===== config.mk =====
export PLATFORM = sky130hd
export DESIGN_NAME = timer_counter
export DESIGN_NICKNAME = d
export VERILOG_FILES = /design/src/rtl/timer_counter.sv
export SDC_FILE = /design/constraint.sdc
export NUM_CORES = 1
export LEC_CHECK = 0
export ABC_AREA = 1
export BUFFER_PORTS_ARGS = -buffer_cell sky130_fd_sc_hd__buf_2
export CAP_MARGIN = 20
export CORE_ASPECT_RATIO = 2
export CORE_MARGIN = 2
export CORE_UTILIZATION = 45
export DETAILED_ROUTE_END_ITERATION = 8
export GPL_TIMING_DRIVEN = 0
export PLACE_DENSITY_LB_ADDON = 0.2
export SYNTH_ARGS = -nofsm -noshare
export SYNTH_HDL_FRONTEND = slang
export SYNTH_SLANG_ARGS = --single-unit

===== constraint.sdc =====
create_clock -name clk -period 2 [get_ports clk]
set_input_delay 0 -clock clk [delete_from_list [all_inputs] [get_ports clk]]
set_output_delay 0 -clock clk [all_outputs]
set_load 0.02 [all_outputs]

===== src/rtl/timer_counter.sv =====
// Memory-mapped down-counting timer with CTRL/PRESET/COUNT registers,
// one-shot or auto-reload operation and a registered, maskable interrupt.
module timer_counter #(
   parameter int unsigned CNT_W = 32
) (
   input  logic             clk,
   input  logic             reset,
   input  logic [31:0]      Addr,
   input  logic             WE,
   input  logic [CNT_W-1:0] Din,
   output logic [CNT_W-1:0] Dout,
   output logic             IRQ
);

   localparam int unsigned CTRL_W = 4;
   localparam logic [1:0]  OFS_CTRL   = 2'd0;
   localparam logic [1:0]  OFS_PRESET = 2'd1;
   localparam logic [1:0]  OFS_COUNT  = 2'd2;

   typedef enum logic [1:0] {
      ST_IDLE = 2'd0,
      ST_LOAD = 2'd1,
      ST_CNT  = 2'd2,
      ST_INT  = 2'd3
   } state_e;

   state_e              state_q, state_d;
   logic [CTRL_W-1:0]   ctrl_q, ctrl_d;
   logic [CNT_W-1:0]    preset_q, preset_d;
   logic [CNT_W-1:0]    count_q, count_d;
   logic                irq_flag_q, irq_flag_d;
   logic                irq_q, irq_d;

   logic                enable_c;
   logic [1:0]          mode_c;
   logic [1:0]          ofs_c;
   logic                unused_addr_c;

   assign enable_c      = ctrl_q[0];
   assign mode_c        = ctrl_q[2:1];
   assign ofs_c         = Addr[3:2];
   assign unused_addr_c = ^{Addr[31:4], Addr[1:0]};

   // Register file and FSM state
   always_ff @(posedge clk or negedge reset) begin
      if (!reset) begin
         state_q    <= ST_IDLE;
         ctrl_q     <= '0;
         preset_q   <= '0;
         count_q    <= '0;
         irq_flag_q <= 1'b0;
         irq_q      <= 1'b0;
      end else begin
         state_q    <= state_d;
         ctrl_q     <= ctrl_d;
         preset_q   <= preset_d;
         count_q    <= count_d;
         irq_flag_q <= irq_flag_d;
         irq_q      <= irq_d;
      end
   end

   // Next-state logic; bus writes are applied last so they win over the FSM
   always_comb begin
      state_d    = state_q;
      ctrl_d     = ctrl_q;
      preset_d   = preset_q;
      count_d    = count_q;
      irq_flag_d = irq_flag_q;

      case (state_q)
         ST_IDLE: begin
            if (enable_c) begin
               state_d = ST_LOAD;
            end
         end
         ST_LOAD: begin
            count_d = preset_q;
            state_d = ST_CNT;
         end
         ST_CNT: begin
            if (!enable_c) begin
               state_d = ST_IDLE;
            end else if (count_q > CNT_W'(1)) begin
               count_d = count_q - CNT_W'(1);
            end else begin
               count_d    = '0;
               irq_flag_d = 1'b1;
               state_d    = ST_INT;
            end
         end
         ST_INT: begin
            if (mode_c == 2'd1) begin
               irq_flag_d = 1'b0;
               state_d    = ST_LOAD;
            end else begin
               ctrl_d[0] = 1'b0;
               state_d   = ST_IDLE;
            end
         end
         default: begin
            state_d = ST_IDLE;
         end
      endcase

      if (WE) begin
         case (ofs_c)
            OFS_CTRL: begin
               ctrl_d     = Din[CTRL_W-1:0];
               irq_flag_d = 1'b0;
            end
            OFS_PRESET: begin
               preset_d = Din;
            end
            default: begin
            end
         endcase
      end
   end

   assign irq_d = ctrl_d[3] & irq_flag_d;
   assign IRQ   = irq_q;

   // Zero-latency register readback
   always_comb begin
      Dout = '0;
      case (ofs_c)
         OFS_CTRL:   Dout = CNT_W'(ctrl_q);
         OFS_PRESET: Dout = preset_q;
         OFS_COUNT:  Dout = count_q;
         default:    Dout = '0;
      endcase
   end

endmodule


==> impl_metrics.json <==
{
  "setup_viol": 0,
  "slew_viol_final": 0,
  "yosysMostFrequentCell": "nand2_1",
  "crit_type": "reg -> reg",
  "detail-route-antenna-nets": 0,
  "synth_warnings": 0,
  "p_comb_share_pct": 40.1,
  "cts_tree": "done",
  "clkPwrFrac_pct": 26.3,
  "rsz0062_at_grt": "no",
  "synthesis.instances": 603,
  "cts-root-buf": "clkbuf_16",
  "max_slew_margin_pct": 54.01,
  "fin_cells": 855,
  "nets": 787,
  "port_buffers": 69,
  "rows": 51,
  "dp_cells": 805,
  "vdd.ir_drop.worst_v": 0.0006505,
  "async_flop_share_pct": 100.0,
  "internal_power_mw": 4.263,
  "grt_use_total_pct": 27.29,
  "drc": 0,
  "clkTransAtPathRegs_ns": 0.06,
  "clkLatencyLatePin_ns": 0.34,
  "worst_setup_path_start_kind": "flop",
  "place.gp.congestion": 0.9432,
  "setup.worst_path.end_class": "flop",
  "seqPwrFrac_pct": 33.7,
  "htreeDepth": 3,
  "clockBufferDepth": 2,
  "synth_ff_type": "dfrtp_1",
  "place_hpwl_um": 9947,
  "synthesis.nets": 672,
  "vias_per_cell": 5.109,
  "first_pass_iters": 5,
  "syn_to_final_growth_pct": 28.35,
  "setup_ws_ns": 0.1207,
  "leakagePower_nw": 2.774,
  "crit_fanout": 10,
  "numCtsBuffers": 9,
  "synth-seq-cells": 72,
  "p_switching_mw": 3.109,
  "antenna_found_initial": 0,
  "synth_area_per_cell_um2": 7.275,
  "powerDensity_nw_per_um2": 1309,
  "clock.fmax_mhz": 532.1,
  "synth_cell_type_count": 29,
  "antenna_cells": 0,
  "vias": 4368,
  "worst_slew_pin_slew_ns": 0.6899,
  "yosysTopAreaCellShare_pct": 41.07,
  "clock_skew_ns": 0.008333,
  "core_area_um2": 9635,
  "chipHeight_um": 143.6,
  "netlist_top_cells_count": "nand2_1, nor2_1, inv_1, dfrtp_1, o21ai_0",
  "power.share.switching_pct": 42.17,
  "grt_pass1_wl_um": 21530,
  "critPathArrivalTime_ns": 2.11,
  "dp_slack_ns": -0.01117,
  "timing.rr.start": "state_q[0]",
  "synth_edf_count": 0,
  "die_area_um2": 10600,
  "wl_per_cell_um": 15.78,
  "critPathLaunch": "state_q[0]",
  "syn-cell-area_um2": 4387,
  "layout-drive-gt1-share_pct": 20.61,
  "clkSinkCount": 72,
  "io_pins": 100,
  "p_total_mw": 7.372,
  "synth.area.top_cells": "dfrtp_1, nand2_1, o21ai_0, mux2_2, nor2_1",
  "hold_viol": 0,
  "die-width_um": 73.82,
  "outcome": "finished, final reports clean",
  "start_util_pct": 45.53,
  "grt_start_max_net_pins": 43,
  "overflow": 0,
  "period_share_pct": 93.97,
  "setup-tns-final_ns": 0,
  "ys_seq_area_share_pct": 41.07,
  "grt_pass1_vias": 4471,
  "finalCriticalPeriod_ns": 1.879,
  "crit_required_ns": 2.23,
  "drt_iter0_markers": 294,
  "wirelength_um": 13490,
  "drv_cap": 0,
  "synth_top_area_cell": "dfrtp_1",
  "hold_class": "in -> async"
}
==> sequential cells by signal, indices dropped and copies added (netlist names) <==
name,cells
state_q,2
irq_flag_q,1
preset_q,32
count_q,32
ctrl_q,4
IRQ,1
==> cell type report <==
cell class / count / area [um2]
Clock buffer: 11 / 252.7
Inverter: 76 / 285.3
Buffer: 20 / 108.9
Fill cell: 916 / 4005
Clock inverter: 5 / 102.6
Tap cell: 132 / 165.2
Sequential cell: 72 / 1802
Multi-Input combinational cell: 435 / 2201
Timing Repair Buffer: 104 / 713.2
==> cell usage in the layout (no fill, tap or decap), types with 9 or more instances in the layout <==
cell           Yosys  routed
nor2_1            76      74
buf_2              6      74
dfrtp_1           72      72
clkbuf_16          0       9
mux2_2            27      27
o21ai_0           63      63
dlygate4sd3_1      0      33
nand3_1           29      29
inv_1             74      73
a21oi_1           38      38
clkbuf_1           9       9
nand2_1          158     157
==> worst max-delay path: stages (launching register included) <==
cell,delay [ns]
dfrtp_1,0.42
nor2_2,0.31
nand2_2,0.23
nand2_2,0.18
buf_2,0.30
o21ai_0,0.13
o21a_1,0.20
==> kinds of logic (layout without fill, tap and decap cells) <==
kind of cell	Yosys count	count (layout)	share of synthesized area, %
buf+inv	96	216	8.985
simple gates	289	289	27.78
fa+ha+maj	2	2	0.5704
mux	27	27	6.931
compound gates	110	110	13.26
flops	72	72	41.07
xor+xnor	7	7	1.398
==> power groups by stage <==
stage | registers, mW | logic, mW | clock network, mW
after floorplan | 2.33 | 2.08 | 0
after global placement | 2.47 | 2.77 | 0
after detailed placement | 2.49 | 2.86 | 0
after CTS | 2.47 | 2.94 | 1.95
after global routing | 2.55 | 3.33 | 2.00
final | 2.48 | 2.95 | 1.94
==> routing by layer <==
| metal | share of wire (%) | up-vias | global-route usage, % | wire (um) |
|---|---|---|---|---|
| met4 | 5.6 | 0 | 17.80 | 752 |
| met2 | 53 | 127 | 48.31 | 7204 |
| met3 | 3.8 | 42 | 4.067 | 516 |
| met1 | 37 | 2036 | 28.83 | 5015 |
| li1 | - | 2163 | - | - |
| met5 | 0 | - | 0 | 0 |
==> per-stage QoR <==
step | instance area [um2] | utilization, % | hold slack [ns]
finish | 5630 | 58.43 | 0.1424
global route | 5630 | 58.43 | 0.1867
CTS | 5615 | 58.28 | 0.1499
detailed placement | 4927 | 51.14 | -0.02841
global placement | 4897 | 50.82 | 0.2317
floorplan | 4387 | - | -0.2956
==> worst paths after layout <==
kind                            cells past startpoint  slack [ns]      endpoint
worst min-delay path                                2        0.14  preset_q[16]
max in group asynchronous                           3        1.28   count_q[31]
worst max register to register                      6        0.12    count_q[1]
worst max-delay path                                6        0.12    count_q[1]
worst min register to register                      2        0.49     ctrl_q[2]
min in group clk                                    4        0.14     ctrl_q[2]
==> repair_timing <==
item,4_1_cts,5_1_grt
endpoints found under the hold margin,108,0
pin swaps,0,1
resized for setup,1,4
setup buffers,0,1
endpoints found under the setup margin,1,20
cloned,0,0
hold buffers,33,0
Power figures use the tool's default switching activity.
